`config.mk`:
```
export PLATFORM = sky130hd
export DESIGN_NAME = lshift_seq
export DESIGN_NICKNAME = d
export VERILOG_FILES = /design/src/rtl/lshift_seq_pkg.sv /design/src/rtl/lshift_seq.sv
export SDC_FILE = /design/constraint.sdc
export NUM_CORES = 1
export LEC_CHECK = 0
export ABC_AREA = 1
export BUFFER_PORTS_ARGS = -buffer_cell sky130_fd_sc_hd__buf_2
export CORE_MARGIN = 1.5
export CORE_UTILIZATION = 52
export DETAILED_ROUTE_END_ITERATION = 10
export PLACE_DENSITY = 0.76
export SLEW_MARGIN = 20
export SYNTH_ARGS = -nofsm -noshare
export SYNTH_HDL_FRONTEND = slang
export SYNTH_SLANG_ARGS = --single-unit
```
`constraint.sdc`:
```
create_clock -name clk -period 1.2 [get_ports clk]
set_clock_uncertainty 0.05 [all_clocks]
set_input_delay 0.24 -clock clk [delete_from_list [all_inputs] [get_ports clk]]
set_output_delay 0.24 -clock clk [all_outputs]
set_load 0.02 [all_outputs]
```
`src/rtl/lshift_seq_pkg.sv`:
```
// lshift_seq_pkg: definitions shared by the sequential ALU shifters.
//   state_t   - FSM state encoding (ST_IDLE, ST_SHIFT, ST_DONE)
//   FILL_*    - fill-select encoding; the right shifter uses the same values
//   clog2     - ceiling log2 for toolflows that lack $clog2
package lshift_seq_pkg;

  typedef enum logic [1:0] {
    ST_IDLE  = 2'd0,
    ST_SHIFT = 2'd1,
    ST_DONE  = 2'd2
  } state_t;

  localparam logic FILL_ZERO = 1'b0;
  localparam logic FILL_ONE  = 1'b1;

  function automatic int clog2(input int value);
    int res;
    res = 0;
    while ((1 << res) < value) res++;
    return res;
  endfunction

endpackage

```
`src/rtl/lshift_seq.sv`:
```
// lshift_seq: multi-cycle logical left shifter, one bit per clock.
//   clk, rst    - clock (rising edge), synchronous active-high reset
//   start       - request, sampled only in IDLE
//   a, b        - operand and unsigned shift amount
//   aluflagin   - bit shifted in at the LSB (FILL_ZERO / FILL_ONE)
//   aluresult   - shifted result, valid with done, held until next start
//   aluflags    - last bit shifted out of the MSB, same validity
//   busy        - high while shifting
//   done        - single-cycle completion pulse
// All outputs are registers; the comb block computes every next value.
module lshift_seq
  import lshift_seq_pkg::*;
#(
  parameter int ancho = 4
) (
  input  logic             clk,
  input  logic             rst,
  input  logic             start,
  input  logic [ancho-1:0] a,
  input  logic [ancho-1:0] b,
  input  logic             aluflagin,
  output logic [ancho-1:0] aluresult,
  output logic             aluflags,
  output logic             busy,
  output logic             done
);

  // Must hold ancho+1, the capped amount.
  localparam int CNTW = $clog2(ancho + 2);

  state_t            r_state, w_state_nxt;
  logic [ancho-1:0]  r_sreg,  w_sreg_nxt;
  logic              r_fill,  w_fill_nxt;
  logic [CNTW-1:0]   r_cnt,   w_cnt_nxt;
  logic [ancho-1:0]  r_result, w_result_nxt;
  logic              r_flags, w_flags_nxt;
  logic              r_busy,  w_busy_nxt;
  logic              r_done,  w_done_nxt;

  logic [CNTW-1:0]   w_amt;
  logic [ancho-1:0]  w_shifted;

  // Any amount past ancho+1 yields the same all-fill result and fill flag,
  // so capping keeps the counter small without changing the outcome.
  always_comb begin
    if (32'(b) > 32'(ancho + 1)) w_amt = CNTW'(ancho + 1);
    else                         w_amt = CNTW'(b);
  end

  assign w_shifted = {r_sreg[ancho-2:0], r_fill};

  always_comb begin
    w_state_nxt  = r_state;
    w_sreg_nxt   = r_sreg;
    w_fill_nxt   = r_fill;
    w_cnt_nxt    = r_cnt;
    w_result_nxt = r_result;
    w_flags_nxt  = r_flags;
    w_busy_nxt   = r_busy;
    w_done_nxt   = 1'b0;
    unique case (r_state)
      ST_IDLE: begin
        if (start) begin
          w_sreg_nxt  = a;
          w_fill_nxt  = aluflagin;
          w_flags_nxt = 1'b0;
          w_cnt_nxt   = w_amt;
          if (w_amt != '0) begin
            w_busy_nxt  = 1'b1;
            w_state_nxt = ST_SHIFT;
          end else begin
            // Zero shift: skip straight to completion, busy never rises.
            w_result_nxt = a;
            w_done_nxt   = 1'b1;
            w_state_nxt  = ST_DONE;
          end
        end
      end
      ST_SHIFT: begin
        w_flags_nxt = r_sreg[ancho-1];
        w_sreg_nxt  = w_shifted;
        w_cnt_nxt   = r_cnt - CNTW'(1);
        if (r_cnt == CNTW'(1)) begin
          w_result_nxt = w_shifted;
          w_busy_nxt   = 1'b0;
          w_done_nxt   = 1'b1;
          w_state_nxt  = ST_DONE;
        end
      end
      ST_DONE: begin
        w_state_nxt = ST_IDLE;
      end
      default: begin
        w_state_nxt = ST_IDLE;
        w_busy_nxt  = 1'b0;
      end
    endcase
  end

  always_ff @(posedge clk) begin
    if (rst) begin
      r_state  <= ST_IDLE;
      r_sreg   <= '0;
      r_fill   <= FILL_ZERO;
      r_cnt    <= '0;
      r_result <= '0;
      r_flags  <= 1'b0;
      r_busy   <= 1'b0;
      r_done   <= 1'b0;
    end else begin
      r_state  <= w_state_nxt;
      r_sreg   <= w_sreg_nxt;
      r_fill   <= w_fill_nxt;
      r_cnt    <= w_cnt_nxt;
      r_result <= w_result_nxt;
      r_flags  <= w_flags_nxt;
      r_busy   <= w_busy_nxt;
      r_done   <= w_done_nxt;
    end
  end

  assign aluresult = r_result;
  assign aluflags  = r_flags;
  assign busy      = r_busy;
  assign done      = r_done;

endmodule

```
== Word level (Yosys, flattened, before mapping) ==
Cells that the tools add are included.

* Add/sub/neg operators: 1
* Equal/unequal tests: 7
* Reductions and logical operators: 8
* Bitwise gates (word level): 1
* Order comparisons: 1
* Muxes and demuxes: 23

{| class="wikitable"
|+ Operator list
! kind !! count
|-
| $mux 4 || 4
|-
| $pmux 4 s2 || 2
|-
| $ne 2x2->1 const B || 4
|-
| $reduce_and 4->1 || 2
|-
| $mux 1 || 7
|-
| $mux 2 || 3
|-
| $mux 3 || 2
|-
| $pmux 3 s2 || 1
|-
| $reduce_and 2->1 || 3
|-
| $gt 4x3->1 const B || 1
|-
| $pmux 1 s2 || 2
|-
| $pmux 2 s2 || 1
|-
| $eq 3x1->1 const B || 1
|-
| $pmux 1 s3 || 1
|-
| $reduce_bool 3->1 || 1
|-
| $sub 3x1->3 const B || 1
|-
| $eq 2x1->1 const B || 1
|-
| $eq 2x2->1 const B || 1
|-
| $logic_not 2->1 || 1
|-
| $reduce_bool 2->1 || 1
|-
| $not 1->1 || 1
|}

* Output and inout port bits: 7
* Register bits: 17

== Depth between registers and ports, before layout ==
* Depth after elaboration: 6
* Gate-level depth with buffers: 9
* Depth with buffers taken out: 9

== Worst setup path after synthesis ==
OpenSTA, ideal clock, no wires.

* Path kind: reg-to-reg
* Start: register r_cnt[1]
* End: register r_result[0] (netlist: aluresult[0])
* Setup time: 0.115 ns
* Path slack: 0.100 ns
* Cell stages (with the launch flop): 10
* Arrival time: 0.935 ns
* Clock period less this slack: 1.100 ns
* Buffers on the path: 0
* Path through: dfxtp_1 inv_1 ha_1 inv_1 nor2_1 nand2_2 nand2_4 nand3_1 nand2_1 nor2_1

* Cells in the longest elaborated chain, start to end: 3

{| class="wikitable"
|+ RTL lines
! what !! line !! text
|-
| start, declared || lshift_seq.sv:34 || <nowiki>logic [CNTW-1:0] r_cnt, w_cnt_nxt;</nowiki>
|-
| start signal, assigned || lshift_seq.sv:114 || <nowiki>r_cnt <= w_cnt_nxt;</nowiki>
|-
| $eq 3x1->1 || lshift_seq.sv:83 || <nowiki>if (r_cnt == CNTW'(1)) begin</nowiki>
|-
| $ne 2x2->1 (no source line) || -- ||
|-
| $reduce_and 4->1 (no source line) || -- ||
|-
| end signal, assigned || lshift_seq.sv:115 || <nowiki>r_result <= w_result_nxt;</nowiki>
|-
| end, declared || lshift_seq.sv:35 || <nowiki>logic [ancho-1:0] r_result, w_result_nxt;</nowiki>
|}

No other way between the ends.
A chain may end at the register's enable or synchronous reset.

== Final worst setup path ==
* Start: register r_cnt[1]
* End: register r_result[2] (netlist: aluresult[2])

Same word-level chain as after synthesis.

==> metrics <==
Site Rows=14; x dimension of the die=44.39 um; routed length on met2=872 um; placeable core region=1559 um^2; first-pass GRT wire length=3139 um; delay of the slowest cell on the worst path=0.34 ns; warning count from the yosys run=0; mean instance size in the synthesized netlist=7.127 um^2; Lkg Pwr=0.5417 nW; Clk network pwr share=18.8%; die outline area=1970 um^2; DR WL met3=86 um; number of clock sinks=17; slowest stage cell, crit path=sky130_fd_sc_hd__dfxtp_2; count of different cell masters after synthesis=20; deepest level of the CTS H-tree=1; count of maximum capacitance violations=0; Met1 Routed Length=845 um; number of iterations in the first detailed-routing pass=6; number of remaining DRC errors=0; Boundary Pins=19; kind of end point of the critical path=register; count of final hold-check violations=0; number of global-route vias before repair=784; Worst Path Buf+Inv=2; fin crit period=1.165 ns; critical path arrival=1.32 ns; setup repair after global routing missed its margin=true; number of DRC violations after detailed-routing iteration 0=12; net switching share of the total power=38.57%; crit path launch type=register; top sig layer=met4; critical path cell sequence=inv_2 -> ha_4 -> inv_1 -> nor2_2 -> nand2_2 -> nand2_2 -> a21oi_2 -> nor2_1; global route overflow=0; Rel. slew slack=85.91%; power share of the combinational group=37.1%; Design Area, Final=1079 um^2; total wire length after detailed routing=1850 um; data required time at the worst endpoint=1.36 ns; run status=complete, no violations; fraction of layout instances using a drive strength above 1=31.08%; category of cells accounting for the largest share of critical-path delay=flip-flops; total number of vias=853; post-synthesis cell area=890.9 um^2; Clock Tree Buf Depth=2; clock buffers created by TritonCTS=3; number of endpoints failing setup at the final stage=0; CP Max Fanout=4; gate count after technology mapping=125; number of buffers inserted for hold repair after clock tree synthesis=0; Max Clk Rate=858.2 MHz; final RePlAce weighted congestion=0.7880; antenna violations before repair=0; commonest cells after routing, fill and taps aside=28 x sky130_fd_sc_hd__nand2_1, 18 x sky130_fd_sc_hd__buf_2, 16 x sky130_fd_sc_hd__inv_1; maximum VDD drop=934.2 uV; design internal power=1.025 mW; Placed Instance Area=1010 um^2; GRT Overall Usage=21.67%; switching power summed over all nets=643.8 uW; count of antenna-violating nets left after detailed routing=0; most numerous cell on the critical path=sky130_fd_sc_hd__nand2_2; TritonCTS clock tree=built; post-layout power=1.669 mW; pin count of the biggest net entering global routing=14; layout net count=163; Seq cells post-synth=17; area growth from synthesis to final layout=21.07%; final period utilization=97.11%; syn_nets=139; worst hold margin=0.1025 ns; Reg power frac=44.1%; sequential element share of the synthesized area=38.20%; critical path class=reg -> reg; Clk Tree Root Cell=sky130_fd_sc_hd__clkbuf_4; Die Ht=44.39 um; post-CTS clock slew at the launch and capture registers of the worst setup and hold paths=0.10 ns; number of buffers inserted by port buffering=18; min-delay worst type=in -> reg; Filler cells=132; actual slew at the worst max-slew pin=0.2105 ns; Initial Util=57.14%; power per standard cell area=1548 nW/um^2; wire length per cell after detailed routing=11.28 um; final setup TNS=0 ns; max-slew violation count=0; Avg Vias per Cell=5.201; # diodes=0; most common cell after layout, fill and taps aside=sky130_fd_sc_hd__nand2_1; post-layout util=69.18%; detailed placement HPWL=1361 um; worst skew pair latency=0.30 ns
[metrics by stage]
step	setup slack (ns)	instances
after floorplan	0.1002	125
after CTS	0.005039	164
after global routing	-0.03166	164
after detailed placement	-0.01036	159
after global placement	0.005933	159
final	0.03471	164
[cell type report]
type | instances | area, um^2 | area share, %
Clock buffer | 3 | 22.52 | 2.088
Clock inverter | 1 | 5.005 | 0.4640
Inverter | 20 | 85.08 | 7.889
Multi-Input combinational cell | 87 | 480.5 | 44.55
Sequential cell | 17 | 347.8 | 32.25
Tap cell | 16 | 20.02 | 1.856
Timing Repair Buffer | 20 | 117.6 | 10.90
[routing by layer]
layer  vias to the layer above  track usage [%]
met5                         -                0
met1                       376            26.28
met2                        23            36.47
met3                         6            3.673
li1                        448                -
met4                         0            11.52
[registers in the layout, summed over array words and instances (netlist names)]
signal     cells
r_cnt          3
done           1
aluresult      4
r_state        2
r_sreg         4
aluflags       1
busy           1
r_fill         1
[Yosys cell counts]
library cell              number  share of area [%]
sky130_fd_sc_hd__nand4_1       2                1.4
sky130_fd_sc_hd__inv_6         1               0.98
sky130_fd_sc_hd__nand3_1      11                6.2
sky130_fd_sc_hd__a21oi_2       1               0.98
sky130_fd_sc_hd__o21ai_0       5                2.8
sky130_fd_sc_hd__o21ai_1       3                1.7
sky130_fd_sc_hd__o21ai_4       1                1.8
sky130_fd_sc_hd__nand2_2       2                1.4
sky130_fd_sc_hd__dfxtp_1      17                 38
sky130_fd_sc_hd__nor2_4        2                2.5
sky130_fd_sc_hd__nand2_4       3                3.8
sky130_fd_sc_hd__ha_1          2                2.8
sky130_fd_sc_hd__inv_4         2                1.4
sky130_fd_sc_hd__inv_1        17                7.2
sky130_fd_sc_hd__buf_6         1                1.3
sky130_fd_sc_hd__nor2_1       12                5.1
sky130_fd_sc_hd__buf_4         1               0.84
sky130_fd_sc_hd__nor3_1        2                1.1
sky130_fd_sc_hd__a21oi_1      12                6.7
sky130_fd_sc_hd__nand2_1      28                 12
[cell families (layout without fill, tap and decap cells)]
kind of cell             count (synthesis)  after routing  share of synthesized area (%)
AND/OR/NAND/NOR                         62             63                          33.28
AO/OA/AOI/OAI                           22             22                          14.04
buffers and inverters                   22             44                          11.66
flip-flops                              17             17                          38.20
adder cells (fa/ha/maj)                  2              2                          2.809
[repair_timing]
action                                 4_1_cts  5_1_grt
setup endpoints to repair                    5       12
cloned                                       1        0
pin swaps                                    1        2
setup buffers                                0        1
endpoints found under the hold margin        0        0
gates resized for setup                      6        6
[worst register-to-register path, stage by stage (launching register included)]
cell                      delay, ns
sky130_fd_sc_hd__dfxtp_2       0.34
sky130_fd_sc_hd__inv_2         0.05
sky130_fd_sc_hd__ha_4          0.15
sky130_fd_sc_hd__inv_1         0.06
sky130_fd_sc_hd__nor2_2        0.04
sky130_fd_sc_hd__nand2_2       0.09
sky130_fd_sc_hd__nand2_2       0.10
sky130_fd_sc_hd__a21oi_2       0.14
sky130_fd_sc_hd__nor2_1        0.05
[final timing paths]
check / from / to / slack (ns) / cells past startpoint
max: r_cnt[1] / aluresult[2] / 0.03 / 8
min: rst / busy / 0.10 / 2
max reg2reg: r_cnt[1] / aluresult[2] / 0.03 / 8
min reg2reg: r_fill / r_fill / 0.41 / 2
[power by group through the flow]
stage	Clock, mW	Sequential [mW]	Combinational (mW)
final	0.314	0.735	0.619
after global routing	0.341	0.743	0.693
after CTS	0.325	0.707	0.618
after detailed placement	0	0.715	0.602
after global placement	0	0.712	0.587
after floorplan	0	0.747	0.415
(Power assumes the default switching activity.)
